<file path="src/rtl/pipe_pkg.sv">
// pipe_pkg: shared definitions for the inter-stage pipeline registers.
//   RV_NOP     : canonical RISC-V NOP (addi x0, x0, 0)
//   pipe_state_e : occupancy of a stage register (EMPTY / ONE / FULL)
//   make_bubble: builds a {pc, instr} bubble payload carrying a NOP
package pipe_pkg;

    localparam logic [31:0] RV_NOP = 32'h0000_0013;

    typedef enum logic [1:0] {
        EMPTY = 2'd0,
        ONE   = 2'd1,
        FULL  = 2'd2
    } pipe_state_e;

    // Bubble for instruction-carrying stages: the pc field is a don't-care
    // for a NOP, so callers pass whatever value keeps the trace readable.
    function automatic logic [63:0] make_bubble(input logic [31:0] pc);
        return {pc, RV_NOP};
    endfunction

endpackage

</file>
<file path="src/rtl/pipe_stage_reg_sat_counter.sv">
// sat_counter: saturating up-counter.
//   clk   : clock
//   rst_n : asynchronous active-low clear
//   inc   : add one this cycle (ignored once the counter is at its maximum)
//   q     : current count
module sat_counter #(
    parameter int W = 16
) (
    input  logic         clk,
    input  logic         rst_n,
    input  logic         inc,
    output logic [W-1:0] q
);

    localparam logic [W-1:0] CNT_MAX = {W{1'b1}};
    localparam logic [W-1:0] CNT_ONE = {{(W-1){1'b0}}, 1'b1};

    logic [W-1:0] q_r;

    // Count register: holds at CNT_MAX instead of wrapping.
    always_ff @(posedge clk or negedge rst_n) begin
        if (!rst_n) begin
            q_r <= {W{1'b0}};
        end else if (inc && (q_r != CNT_MAX)) begin
            q_r <= q_r + CNT_ONE;
        end else begin
            q_r <= q_r;
        end
    end

    assign q = q_r;

endmodule

</file>
<file path="src/rtl/pipe_stage_reg.sv">
// pipe_stage_reg: valid/ready pipeline register between two pipeline stages.
//   clk, rst_n           : clock, asynchronous active-low reset
//   flush                : drop every held entry (and any same-cycle accept)
//   up_valid/up_ready/up_data : upstream handshake and payload
//   dn_valid/dn_ready/dn_data : downstream handshake and payload; dn_data is
//                          BUBBLE whenever dn_valid is low
//   stall_cnt            : saturating count of cycles with dn_valid & !dn_ready
//   flush_cnt            : saturating count of flush cycles while occupied
// With SKID_EN = 1 a second (skid) entry lets up_ready come straight from the
// state register; with SKID_EN = 0 up_ready depends combinationally on dn_ready.
module pipe_stage_reg
    import pipe_pkg::*;
#(
    parameter int                 DATA_W  = 64,
    parameter logic [DATA_W-1:0]  BUBBLE  = DATA_W'(make_bubble(32'h0000_0000)),
    parameter int                 SKID_EN = 1,
    parameter int                 CNT_W   = 16
) (
    input  logic              clk,
    input  logic              rst_n,
    input  logic              flush,
    input  logic              up_valid,
    output logic              up_ready,
    input  logic [DATA_W-1:0] up_data,
    output logic              dn_valid,
    input  logic              dn_ready,
    output logic [DATA_W-1:0] dn_data,
    output logic [CNT_W-1:0]  stall_cnt,
    output logic [CNT_W-1:0]  flush_cnt
);

    pipe_state_e       state_r;
    pipe_state_e       next_state_s;
    logic [DATA_W-1:0] main_r;
    logic [DATA_W-1:0] main_next_s;
    logic [DATA_W-1:0] skid_s;
    logic              up_fire_s;
    logic              dn_fire_s;

    assign dn_valid  = (state_r != EMPTY);
    assign dn_data   = main_r;
    assign up_fire_s = up_valid & up_ready;
    assign dn_fire_s = dn_valid & dn_ready;

    generate
        if (SKID_EN != 0) begin : g_skid
            logic [DATA_W-1:0] skid_r;

            // Skid entry: captures the arrival that could not move into main
            // because downstream stalled while main was occupied.
            always_ff @(posedge clk or negedge rst_n) begin
                if (!rst_n) begin
                    skid_r <= BUBBLE;
                end else if (!flush && (state_r == ONE) && up_fire_s && !dn_fire_s) begin
                    skid_r <= up_data;
                end else begin
                    skid_r <= skid_r;
                end
            end

            assign skid_s   = skid_r;
            assign up_ready = (state_r != FULL);
        end else begin : g_no_skid
            assign skid_s   = BUBBLE;
            assign up_ready = !dn_valid | dn_ready;
        end
    endgenerate

    // State and main-entry register; main_r is loaded with BUBBLE whenever
    // the register empties so stale payload never reaches dn_data.
    always_ff @(posedge clk or negedge rst_n) begin
        if (!rst_n) begin
            state_r <= EMPTY;
            main_r  <= BUBBLE;
        end else begin
            state_r <= next_state_s;
            main_r  <= main_next_s;
        end
    end

    // Next-state and next-main decode; flush overrides every transfer.
    always_comb begin
        next_state_s = state_r;
        main_next_s  = main_r;
        if (flush) begin
            next_state_s = EMPTY;
            main_next_s  = BUBBLE;
        end else begin
            case (state_r)
                EMPTY: begin
                    if (up_fire_s) begin
                        next_state_s = ONE;
                        main_next_s  = up_data;
                    end else begin
                        next_state_s = EMPTY;
                    end
                end
                ONE: begin
                    if (up_fire_s && dn_fire_s) begin
                        main_next_s = up_data;
                    end else if (up_fire_s) begin
                        // Only reachable with a skid entry; without one
                        // up_ready is low whenever main is held and not taken.
                        next_state_s = (SKID_EN != 0) ? FULL : ONE;
                    end else if (dn_fire_s) begin
                        next_state_s = EMPTY;
                        main_next_s  = BUBBLE;
                    end else begin
                        next_state_s = ONE;
                    end
                end
                FULL: begin
                    if (dn_fire_s) begin
                        next_state_s = ONE;
                        main_next_s  = skid_s;
                    end else begin
                        next_state_s = FULL;
                    end
                end
                default: begin
                    next_state_s = EMPTY;
                    main_next_s  = BUBBLE;
                end
            endcase
        end
    end

    sat_counter #(.W(CNT_W)) u_stall_cnt (
        .clk   (clk),
        .rst_n (rst_n),
        .inc   (dn_valid & !dn_ready),
        .q     (stall_cnt)
    );

    sat_counter #(.W(CNT_W)) u_flush_cnt (
        .clk   (clk),
        .rst_n (rst_n),
        .inc   (flush & (state_r != EMPTY)),
        .q     (flush_cnt)
    );

endmodule

</file>
<file path="config.mk">
export PLATFORM = sky130hd
export DESIGN_NAME = pipe_stage_reg
export DESIGN_NICKNAME = d
export VERILOG_FILES = /design/src/rtl/pipe_pkg.sv /design/src/rtl/pipe_stage_reg_sat_counter.sv /design/src/rtl/pipe_stage_reg.sv
export SDC_FILE = /design/constraint.sdc
export NUM_CORES = 1
export LEC_CHECK = 0
export ABC_AREA = 0
export CAP_MARGIN = 20
export CORE_MARGIN = 1.5
export CORE_UTILIZATION = 35
export DETAILED_ROUTE_END_ITERATION = 16
export PLACE_DENSITY = 0.67
export REMOVE_ABC_BUFFERS = 1
export SLEW_MARGIN = 20
export SYNTH_ARGS = -nofsm -noshare
export SYNTH_HDL_FRONTEND = slang
export SYNTH_SLANG_ARGS = --single-unit
</file>
<file path="constraint.sdc">
create_clock -name clk -period 2.1 [get_ports clk]
set_clock_uncertainty 0.1 [all_clocks]
set_input_delay 0.42 -clock clk [delete_from_list [all_inputs] [get_ports clk]]
set_output_delay 0.42 -clock clk [all_outputs]
set_load 0.02 [all_outputs]
</file>
# After elaboration in Yosys (flattened, before gate mapping)

Index checks and enable logic that the tools add are counted.

Add/sub/neg operators: 2
Equality and inequality tests: 10
Reductions and logical operators: 12
Bitwise operators: 4
Mux-type cells: 14

Operators with widths:

| operator                                              | number |
|---|---|
| two-way mux 64 bit                                    | 6 |
| case mux 64 bit (3 select lines)                      | 1 |
| adder 16 x 1 -> 16 bit, second input constant         | 2 |
| inequality test 16 bit, second input constant         | 2 |
| inequality test 3 bit, second input constant          | 3 |
| two-way mux 2 bit                                     | 4 |
| inequality test 4 x 3 -> 1 bit, second input constant | 2 |
| logical AND 1 bit                                     | 6 |
| case mux 2 bit (3 select lines)                       | 1 |
| bitwise AND 1 bit                                     | 4 |
| AND reduction 4 bit                                   | 1 |
| logical NOT 1 bit                                     | 3 |
| == test 2 x 1 -> 1 bit, second input constant         | 1 |
| == test 2 bit, second input constant                  | 1 |
| logical NOT 2 bit                                     | 1 |
| two-way mux 1 bit                                     | 2 |
| inequality test 2 bit, second input constant          | 1 |
| nonzero test 2 bit                                    | 1 |

Output and inout port bits: 98
Register bits: 162

# Depth between registers and ports, before layout

Gate-level depths: netlist of run 1.

Depth in word-level cells: 7
Gate-level depth with buffers: 8
Gate-level depth less buffers: 5

# Hierarchy

From an unflattened synthesis of run 1, not the netlist that was laid out.

Cells, all modules: 606
Area, all modules: 7259.5 um^2

Modules (own cells, without submodules):

| module         | area each (um^2) | cells each | times used |
|---|---|---|---|
| pipe_stage_reg | 5490.3           | 452        | 1 |
| sat_counter    | 884.6            | 77         | 2 |

# Worst setup path after synthesis of run 1

Ideal clock, no wire load.

Path kind: flip-flop to flip-flop
From: register u_flush_cnt.q_r[0] (netlist: u_flush_cnt.q[0])
To: register u_flush_cnt.q_r[1] (netlist: u_flush_cnt.q[1])
Cell stages (with the launch flop): 6
Buffers on the path: 0
Slack: 0.139 ns
Data required time: 1.872 ns
Arrival time: 1.733 ns
Cell sequence: dfrtp_1 ha_1 nand3_2 nor4_4 nor2_2 mux2_1

Word-level cells in the longest chain between the ends: 2

RTL lines:

| what                                                           | line                             | source |
|---|---|---|
| from (decl)                                                    | pipe_stage_reg_sat_counter.sv:18 | `logic [W-1:0] q_r;` |
| from (signal assigned)                                         | pipe_stage_reg_sat_counter.sv:23 | `q_r <= {W{1'b0}};` |
| from (signal assigned)                                         | pipe_stage_reg_sat_counter.sv:25 | `q_r <= q_r + CNT_ONE;` |
| from (signal assigned)                                         | pipe_stage_reg_sat_counter.sv:27 | `q_r <= q_r;` |
| branches (longest 2 deep; another with adder 16 x 1 -> 16 bit) | -                                |  |

Parallel ways; which one is timed is not known.
A chain may end at the register's enable or synchronous reset.

# Worst setup path after layout of run 1

From: register u_stall_cnt.q_r[4] (netlist: u_stall_cnt.q[4])
To: output port stall_cnt[4]

RTL lines:

| what                   | line                             | source |
|---|---|---|
| from (decl)            | pipe_stage_reg_sat_counter.sv:18 |  |
| from (signal assigned) | pipe_stage_reg_sat_counter.sv:23 |  |
| from (signal assigned) | pipe_stage_reg_sat_counter.sv:25 |  |
| from (signal assigned) | pipe_stage_reg_sat_counter.sv:27 |  |
| to (decl)              | pipe_stage_reg.sv:28             | `output logic [CNT_W-1:0] stall_cnt,` |

No word-level cell between the ends.

==> impl_metrics.env, run 1 <==
export IMPL_dpl_cell_count=959
export IMPL_drtIter0Drc=252
export IMPL_crit_path_cell_trace="clkdlybuf4s50_1"
export IMPL_p_leak_nw=4.271
export IMPL_timing_max_cap_violations=0
export IMPL_power_per_cell_area_nw_per_um2=939.4
export IMPL_remaining_drc_errors=0
export IMPL_crit_path_max_incr_delay_ns=0.65
export IMPL_worstPathArrival_ns=1.52
export IMPL_r2r_start="u_stall_cnt.q[0]$_DFFE_PN0P_"
export IMPL_library_cell_used_as_clock_root_buffer="sky130_fd_sc_hd__clkbuf_16"
export IMPL_crit_family="buffers and inverters"
export IMPL_post_synth_top_area_fraction=0.5518
export IMPL_total_routed_wirelength_um=17430
export IMPL_synth_top_flop_cell="sky130_fd_sc_hd__dfrtp_1"
export IMPL_fill_cells=1757
export IMPL_place_ws_ns=-0.1592
export IMPL_layout_cell_area_non_filler_um2=9878
export IMPL_clkSinkCount=162
export IMPL_detailedRoute_firstPassIterationCount=4
export IMPL_dpl_cell_area_um2=9189
export IMPL_drt_vias_per_instance=5.224
export IMPL_async_reset_ff_frac=1.000
export IMPL_grt_max_degree=47
export IMPL_critPathSlowestCell="sky130_fd_sc_hd__clkdlybuf4s50_1"
export IMPL_post_route_cells_drive_above_1_share=0.2099
export IMPL_routed_wire_length_per_instance_um=17.53
export IMPL_final_common_cell="sky130_fd_sc_hd__clkdlybuf4s50_1"
export IMPL_cp_max_fo=6
export IMPL_grt_total_usage=0.1704
export IMPL_crit_path_start_kind="flip-flop"
export IMPL_hp_class="in2async"
export IMPL_clock_path_buffers=2
export IMPL_netlist_top_cell_by_area="sky130_fd_sc_hd__dfrtp_1"
export IMPL_start_util=0.3599
export IMPL_place_port_buffers=166
export IMPL_floorplan_die_area_um2=21070
export IMPL_worst_setup_path_startpoint="u_stall_cnt.q[4]$_DFFE_PN0P_"
export IMPL_tritoncts_buffers=17
export IMPL_globalRoute_totalOverflow=0
export IMPL_reg2reg_slack_ns=0.18
export IMPL_yosys_warnings=0
export IMPL_synth_ff_latch_count=162
export IMPL_io_pins=167
export IMPL_layout_common_cells="156 x sky130_fd_sc_hd__clkdlybuf4s50_1, 154 x sky130_fd_sc_hd__dfrtp_1, 64 x sky130_fd_sc_hd__a22oi_1"
export IMPL_critical_path_endpoint_type="output pin"
export IMPL_hold_viol=0
export IMPL_drt_antenna_violating_nets=0
export IMPL_yosysUniqueCellTypes=45
export IMPL_period_needed_ns=2.045
export IMPL_fmax_mhz=489.0
export IMPL_cts_htree_levels=4
export IMPL_clk_transition_reported_paths_ns=0.07
export IMPL_tightestPinTransition_ns=0.4221
export IMPL_routed_via_count=5193
export IMPL_final_critical_path_setup_slack_ns=0.05508
export IMPL_worst_ir_drop_vdd_mv=0.4624
export IMPL_final_core_util=0.5026
export IMPL_max_slew_margin_rel=0.7165
export IMPL_vias_in_the_first_global_route=5469
export IMPL_cp_buffers_inverters=1
export IMPL_antenna_violations_before_repair=0
export IMPL_area_growth_syn_to_layout_pct=39.64
export IMPL_clk_insertion_delay_late_ns=0.42
export IMPL_antenna_diode_count=0
export IMPL_timing_worst_setup_path_type="reg2out"
export IMPL_width_of_the_die_um=145.2
export IMPL_seq_area_frac_synth=0.5741
export IMPL_crit_required_ns=1.58
export IMPL_gp_congestion=0.8390
export IMPL_setup_viol=0
export IMPL_grt_first_pass_wirelength_um=29090
export IMPL_run_status="completed"
export IMPL_height_of_the_chip_um=145.2
export IMPL_slew_viol_final=0
export IMPL_tritoncts="done"
export IMPL_syn_area_um2=7074
export IMPL_synthesized_instance_count=533
export IMPL_number_of_cells_in_the_finished_layout_apart_from_fillers=994
export IMPL_layout_nets=787
export IMPL_synth_avg_cell_area_um2=13.27
export IMPL_layout_worst_path_cycle_share=0.9738
export IMPL_dpl_hpwl_um=11740
export IMPL_core_area_um2=19650
export IMPL_placementRows=51
export IMPL_unrepaired_setup_endpoints_after_global_routing="false"
export IMPL_synth_top_cells_by_area="sky130_fd_sc_hd__dfrtp_1 55%, sky130_fd_sc_hd__mux2_2 9.2%, sky130_fd_sc_hd__o2bb2ai_1 7.6%"
export IMPL_timing_setup_tns_ns=0
export IMPL_synth_enable_flop_cells=0
-- worst register-to-register path, delay by kind of cell, from the launching register on --
| family | cells | cell delay, ns |
|---|---|---|
| DFF | 1 | 0.43 |
| and+or+nand+nor | 3 | 0.74 |
| adders and majority gates | 1 | 0.23 |
| muxes | 1 | 0.30 |
-- sequential cells by signal (all words and copies together), names as in the netlist --
| name | flops |
|---|---|
| g_skid.skid_r | 64 |
| dn_data | 64 |
| u_flush_cnt.q | 16 |
| state_r | 2 |
| u_stall_cnt.q | 16 |
-- cells in the mapped netlist, types with 2 or more instances --
cell,count
sky130_fd_sc_hd__buf_6,12
sky130_fd_sc_hd__mux2_2,58
sky130_fd_sc_hd__a21oi_1,9
sky130_fd_sc_hd__xor2_1,18
sky130_fd_sc_hd__ha_1,2
sky130_fd_sc_hd__dfrtp_1,156
sky130_fd_sc_hd__nor4_1,2
sky130_fd_sc_hd__nand3_1,9
sky130_fd_sc_hd__or3_1,3
sky130_fd_sc_hd__dfstp_2,6
sky130_fd_sc_hd__o2bb2ai_1,61
sky130_fd_sc_hd__inv_1,6
sky130_fd_sc_hd__nand2_1,15
sky130_fd_sc_hd__buf_4,3
sky130_fd_sc_hd__and3_1,2
sky130_fd_sc_hd__nor3_1,14
sky130_fd_sc_hd__o21a_1,2
sky130_fd_sc_hd__nand4_1,10
sky130_fd_sc_hd__nor2b_1,2
sky130_fd_sc_hd__clkbuf_1,8
sky130_fd_sc_hd__o21ai_0,2
sky130_fd_sc_hd__xnor2_1,6
sky130_fd_sc_hd__nand2b_1,2
sky130_fd_sc_hd__nor2_1,9
sky130_fd_sc_hd__nor2_2,2
sky130_fd_sc_hd__a22oi_1,64
sky130_fd_sc_hd__buf_2,14
sky130_fd_sc_hd__a31oi_1,2
sky130_fd_sc_hd__nand4_2,2
sky130_fd_sc_hd__and4_1,3
sky130_fd_sc_hd__nor4_2,3
sky130_fd_sc_hd__nor4_4,2
sky130_fd_sc_hd__mux2_1,12
-- kinds of logic (layout without fill, tap and decap cells) --
family	after synthesis	after routing	synth area share
fa+ha+maj	2	2	0.003537
buf+inv	43	239	0.03962
flops	162	162	0.5741
compound gates	144	144	0.1622
simple gates	88	88	0.07941
mux	70	70	0.1114
xor+xnor	24	24	0.02971
-- where the power goes --
part	switching, W	leakage (nW)	internal, W
clock	0.00131	0.311	0.00208
combinational	0.000843	1.89	0.000961
sequential	0.000400	2.07	0.00369
-- repair_timing --
item,4_1_cts,5_1_grt
hold buffers,1,0
resized for setup,5,8
buffers inserted,0,2
endpoints found under the setup margin,4,62
endpoints found under the hold margin,31,0
-- cell type report --
type                       count  area [um2]  area share
multi-input combinational    328        2758      0.2792
clock buffer                  19       452.9     0.04585
tap                          265       331.6     0.03357
sequential                   162        4064      0.4114
inverter                       6       22.52    0.002280
timing repair buffer         201        2053      0.2079
clock inverter                13       196.4     0.01989
-- worst paths after layout --
check,cells past startpoint,endpoint
setup / recovery,1,stall_cnt[4]
hold / removal,2,u_flush_cnt.q[13]$_DFFE_PN0P_
setup reg to reg,5,u_stall_cnt.q[1]$_DFFE_PN0P_
hold reg to reg,1,dn_data[50]$_DFFE_PN0P_
max in group asynchronous,3,dn_data[16]$_DFFE_PN0P_
min in group clk,1,dn_data[50]$_DFFE_PN0P_
-- layer usage --
| metal | part of all wire | vias up | wire [um] | track usage |
|---|---|---|---|---|
| met1 | 0.44 | 2620 | 7664 | 0.2206 |
| met2 | 0.48 | 157 | 8383 | 0.2734 |
| met3 | 0.063 | 19 | 1096 | 0.05440 |
| li1 | - | 2397 | - | - |
| met5 | 0 | - | 0 | 0 |
| met4 | 0.016 | 0 | 283 | 0.04898 |
-- stage by stage --
stage / hold WS [ns] / total power (W)
global placement: 0.2689 / 0.005860
floorplan: 0.02441 / 0.004987
global route: 0.4068 / 0.009731
finish: 0.3889 / 0.009280
CTS: 0.3944 / 0.009386
detailed placement: 0.2702 / 0.005960
No activity file was read; power rests on OpenSTA's default activity.
==> run 2: changes to the inputs <==
--- a/config.mk
+++ b/config.mk
@@ -6,11 +6,12 @@
 export NUM_CORES = 1
 export LEC_CHECK = 0
 export ABC_AREA = 0
+export ABC_CLOCK_PERIOD_IN_PS = 2100
 export CAP_MARGIN = 20
 export CORE_MARGIN = 1.5
-export CORE_UTILIZATION = 35
+export CORE_UTILIZATION = 50
 export DETAILED_ROUTE_END_ITERATION = 16
-export PLACE_DENSITY = 0.67
+export PLACE_DENSITY = 0.87
 export REMOVE_ABC_BUFFERS = 1
 export SLEW_MARGIN = 20
 export SYNTH_ARGS = -nofsm -noshare
==> run 2 against run 1 <==
Clock power increased by 4%. Clock-buffer cell count unchanged. Flip-flop and latch count unchanged. Sequential share of layout area increased by 0.43 points. Critical path depth increased by 1. Global-route usage increased by 8.4 points. Non-clock buffer count decreased by 2. Final cell count decreased by 8.8%. Sequential power about the same. Worst setup slack about the same. Largest cell class unchanged. Largest power group unchanged.
==> impl_metrics.env, run 2 (same netlist as run 1, synthesis figures left out) <==
export IMPL_run_status="completed"
export IMPL_critPathSlowestCell="sky130_fd_sc_hd__dfrtp_2"
export IMPL_final_common_cell="sky130_fd_sc_hd__clkdlybuf4s50_1"
export IMPL_grt_first_pass_wirelength_um=29000
export IMPL_timing_worst_setup_path_type="reg2out"
export IMPL_clk_insertion_delay_late_ns=0.43
export IMPL_tritoncts="done"
export IMPL_width_of_the_die_um=121.9
export IMPL_grt_total_usage=0.2540
export IMPL_cts_htree_levels=4
export IMPL_hold_viol=0
export IMPL_gp_congestion=0.8764
export IMPL_clk_transition_reported_paths_ns=0.06
export IMPL_p_leak_nw=4.251
export IMPL_crit_required_ns=1.58
export IMPL_cp_buffers_inverters=1
export IMPL_remaining_drc_errors=0
export IMPL_critical_path_endpoint_type="output pin"
export IMPL_layout_worst_path_cycle_share=0.9737
export IMPL_worstPathArrival_ns=1.52
export IMPL_hp_class="reg2reg"
export IMPL_height_of_the_chip_um=121.9
export IMPL_detailedRoute_firstPassIterationCount=5
export IMPL_globalRoute_totalOverflow=0
export IMPL_io_pins=167
export IMPL_setup_viol=0
export IMPL_start_util=0.5116
export IMPL_cp_max_fo=7
export IMPL_area_growth_syn_to_layout_pct=38.20
export IMPL_final_core_util=0.7071
export IMPL_vias_in_the_first_global_route=5746
export IMPL_drtIter0Drc=337
export IMPL_grt_max_degree=68
export IMPL_clock_path_buffers=2
export IMPL_antenna_violations_before_repair=0
export IMPL_tritoncts_buffers=17
export IMPL_layout_common_cells="156 x sky130_fd_sc_hd__clkdlybuf4s50_1, 154 x sky130_fd_sc_hd__dfrtp_1, 64 x sky130_fd_sc_hd__a22oi_1"
export IMPL_power_per_cell_area_nw_per_um2=966.0
export IMPL_timing_setup_tns_ns=0
export IMPL_placementRows=43
export IMPL_crit_path_start_kind="flip-flop"
export IMPL_period_needed_ns=2.045
export IMPL_antenna_diode_count=0
export IMPL_routed_wire_length_per_instance_um=19.69
export IMPL_timing_max_cap_violations=0
export IMPL_holdWs_ns=0.3892
export IMPL_path_depth=2
export IMPL_max_slew_margin_rel=0.6152
export IMPL_crit_path_max_incr_delay_ns=0.47
export IMPL_unrepaired_setup_endpoints_after_global_routing="false"
export IMPL_report_power_total_w=0.009445
export IMPL_post_route_cells_drive_above_1_share=0.2050
export IMPL_worst_ir_drop_vdd_mv=0.5679
export IMPL_clkSinkCount=162
export IMPL_fmax_mhz=489.1
export IMPL_drt_vias_per_instance=5.936
export IMPL_worstRegToRegCells=6
export IMPL_fill_cells=936
export IMPL_drt_antenna_violating_nets=0
export IMPL_tightestPinTransition_ns=0.5772
export IMPL_core_area_um2=13830
export IMPL_routed_via_count=5384
export IMPL_hold_path_cell_count=1
export IMPL_place_port_buffers=166
export IMPL_total_routed_wirelength_um=17860
export IMPL_crit_path_cell_trace="or2_2 > dlygate4sd2_1"
export IMPL_slew_viol_final=0
export IMPL_floorplan_die_area_um2=14870
export IMPL_dpl_hpwl_um=11590
export IMPL_crit_family="flip-flops"
export IMPL_library_cell_used_as_clock_root_buffer="sky130_fd_sc_hd__clkbuf_16"
export IMPL_layout_nets=785
-- run 2: cell types whose count changed in the layout (fill, tap and decap cells not counted), sizes merged --
cell / delta
dlygate4sd2: +2
clkinvlp: +2
buf: -2
clkdlybuf4s15: -1
inv: -3
clkinv: -1
bufinv: +2
dlymetal6s2s: -1
-- run 2: path summary, 6_finish.rpt --
path,from,end,slack (ns)
hold / removal,g_skid.skid_r[38]$_DFFE_PN0P_,g_skid.skid_r[38]$_DFFE_PN0P_,0.39
hold reg to reg,g_skid.skid_r[38]$_DFFE_PN0P_,g_skid.skid_r[38]$_DFFE_PN0P_,0.39
max in group asynchronous,rst_n,dn_data[59]$_DFFE_PN0P_,0.82
setup reg to reg,u_flush_cnt.q[0]$_DFFE_PN0P_,u_flush_cnt.q[6]$_DFFE_PN0P_,0.15
setup / recovery,state_r[0]$_DFFE_PN0P_,dn_valid,0.06
min in group asynchronous,rst_n,dn_data[49]$_DFFE_PN0P_,0.42
-- run 2: routing by layer --
metal,wire length [um],vias up,global-route usage
met5,0,-,0
met4,291,0,0.09632
met2,8928,220,0.4129
met3,1192,29,0.06367
li1,-,2383,-
met1,7448,2752,0.3295
-- run 2: final cells by class --
class / count / area (um2) / share of cell area
Sequential cell: 162 / 4064 / 0.4157
Multi-Input combinational cell: 328 / 2758 / 0.2821
Timing Repair Buffer: 199 / 2042 / 0.2089
Clock buffer: 19 / 432.9 / 0.04428
Clock inverter: 13 / 232.7 / 0.02380
Tap cell: 180 / 225.2 / 0.02304
Inverter: 6 / 22.52 / 0.002304
-- run 2: worst register-to-register path, delay by kind of cell, from the launching register on --
family	cells	cell delay (ns)
adder cells (fa/ha/maj)	1	0.23
AND/OR/NAND/NOR	3	0.70
buffers and inverters	1	0.20
XOR/XNOR	1	0.15
flip-flops	1	0.43
-- run 2: what timing repair did --
item                                    CTS  global route
hold endpoints to repair                 48             0
gates resized for setup                   7             4
setup buffers                             0             4
endpoints found under the setup margin    5             5
hold buffers                              1             0
-- run 2: power breakdown --
part           internal [W]  total [W]  switching, W  leakage, nW
Clock               0.00223    0.00353       0.00130        0.310
Combinational      0.000958    0.00181      0.000850         1.87
Sequential          0.00369    0.00411      0.000419         2.07
-- run 2: through the flow --
step	setup slack (ns)	std cells	cell area, um2
floorplan	-2.669	496	6817
global placement	-0.1649	870	9065
detailed placement	-0.2076	870	9065
CTS	0.01491	903	9737
global route	0.002874	907	9777
finish	0.05526	907	9777
==> run 3: changes to the inputs <==
--- a/config.mk
+++ b/config.mk
@@ -13,7 +13,7 @@
 export DETAILED_ROUTE_END_ITERATION = 16
 export PLACE_DENSITY = 0.87
 export REMOVE_ABC_BUFFERS = 1
-export SLEW_MARGIN = 20
+export SLEW_MARGIN = 30
 export SYNTH_ARGS = -nofsm -noshare
 export SYNTH_HDL_FRONTEND = slang
 export SYNTH_SLANG_ARGS = --single-unit
==> results of run 3 <==
Final layout, timing and power as in run 2 (identical DEF).
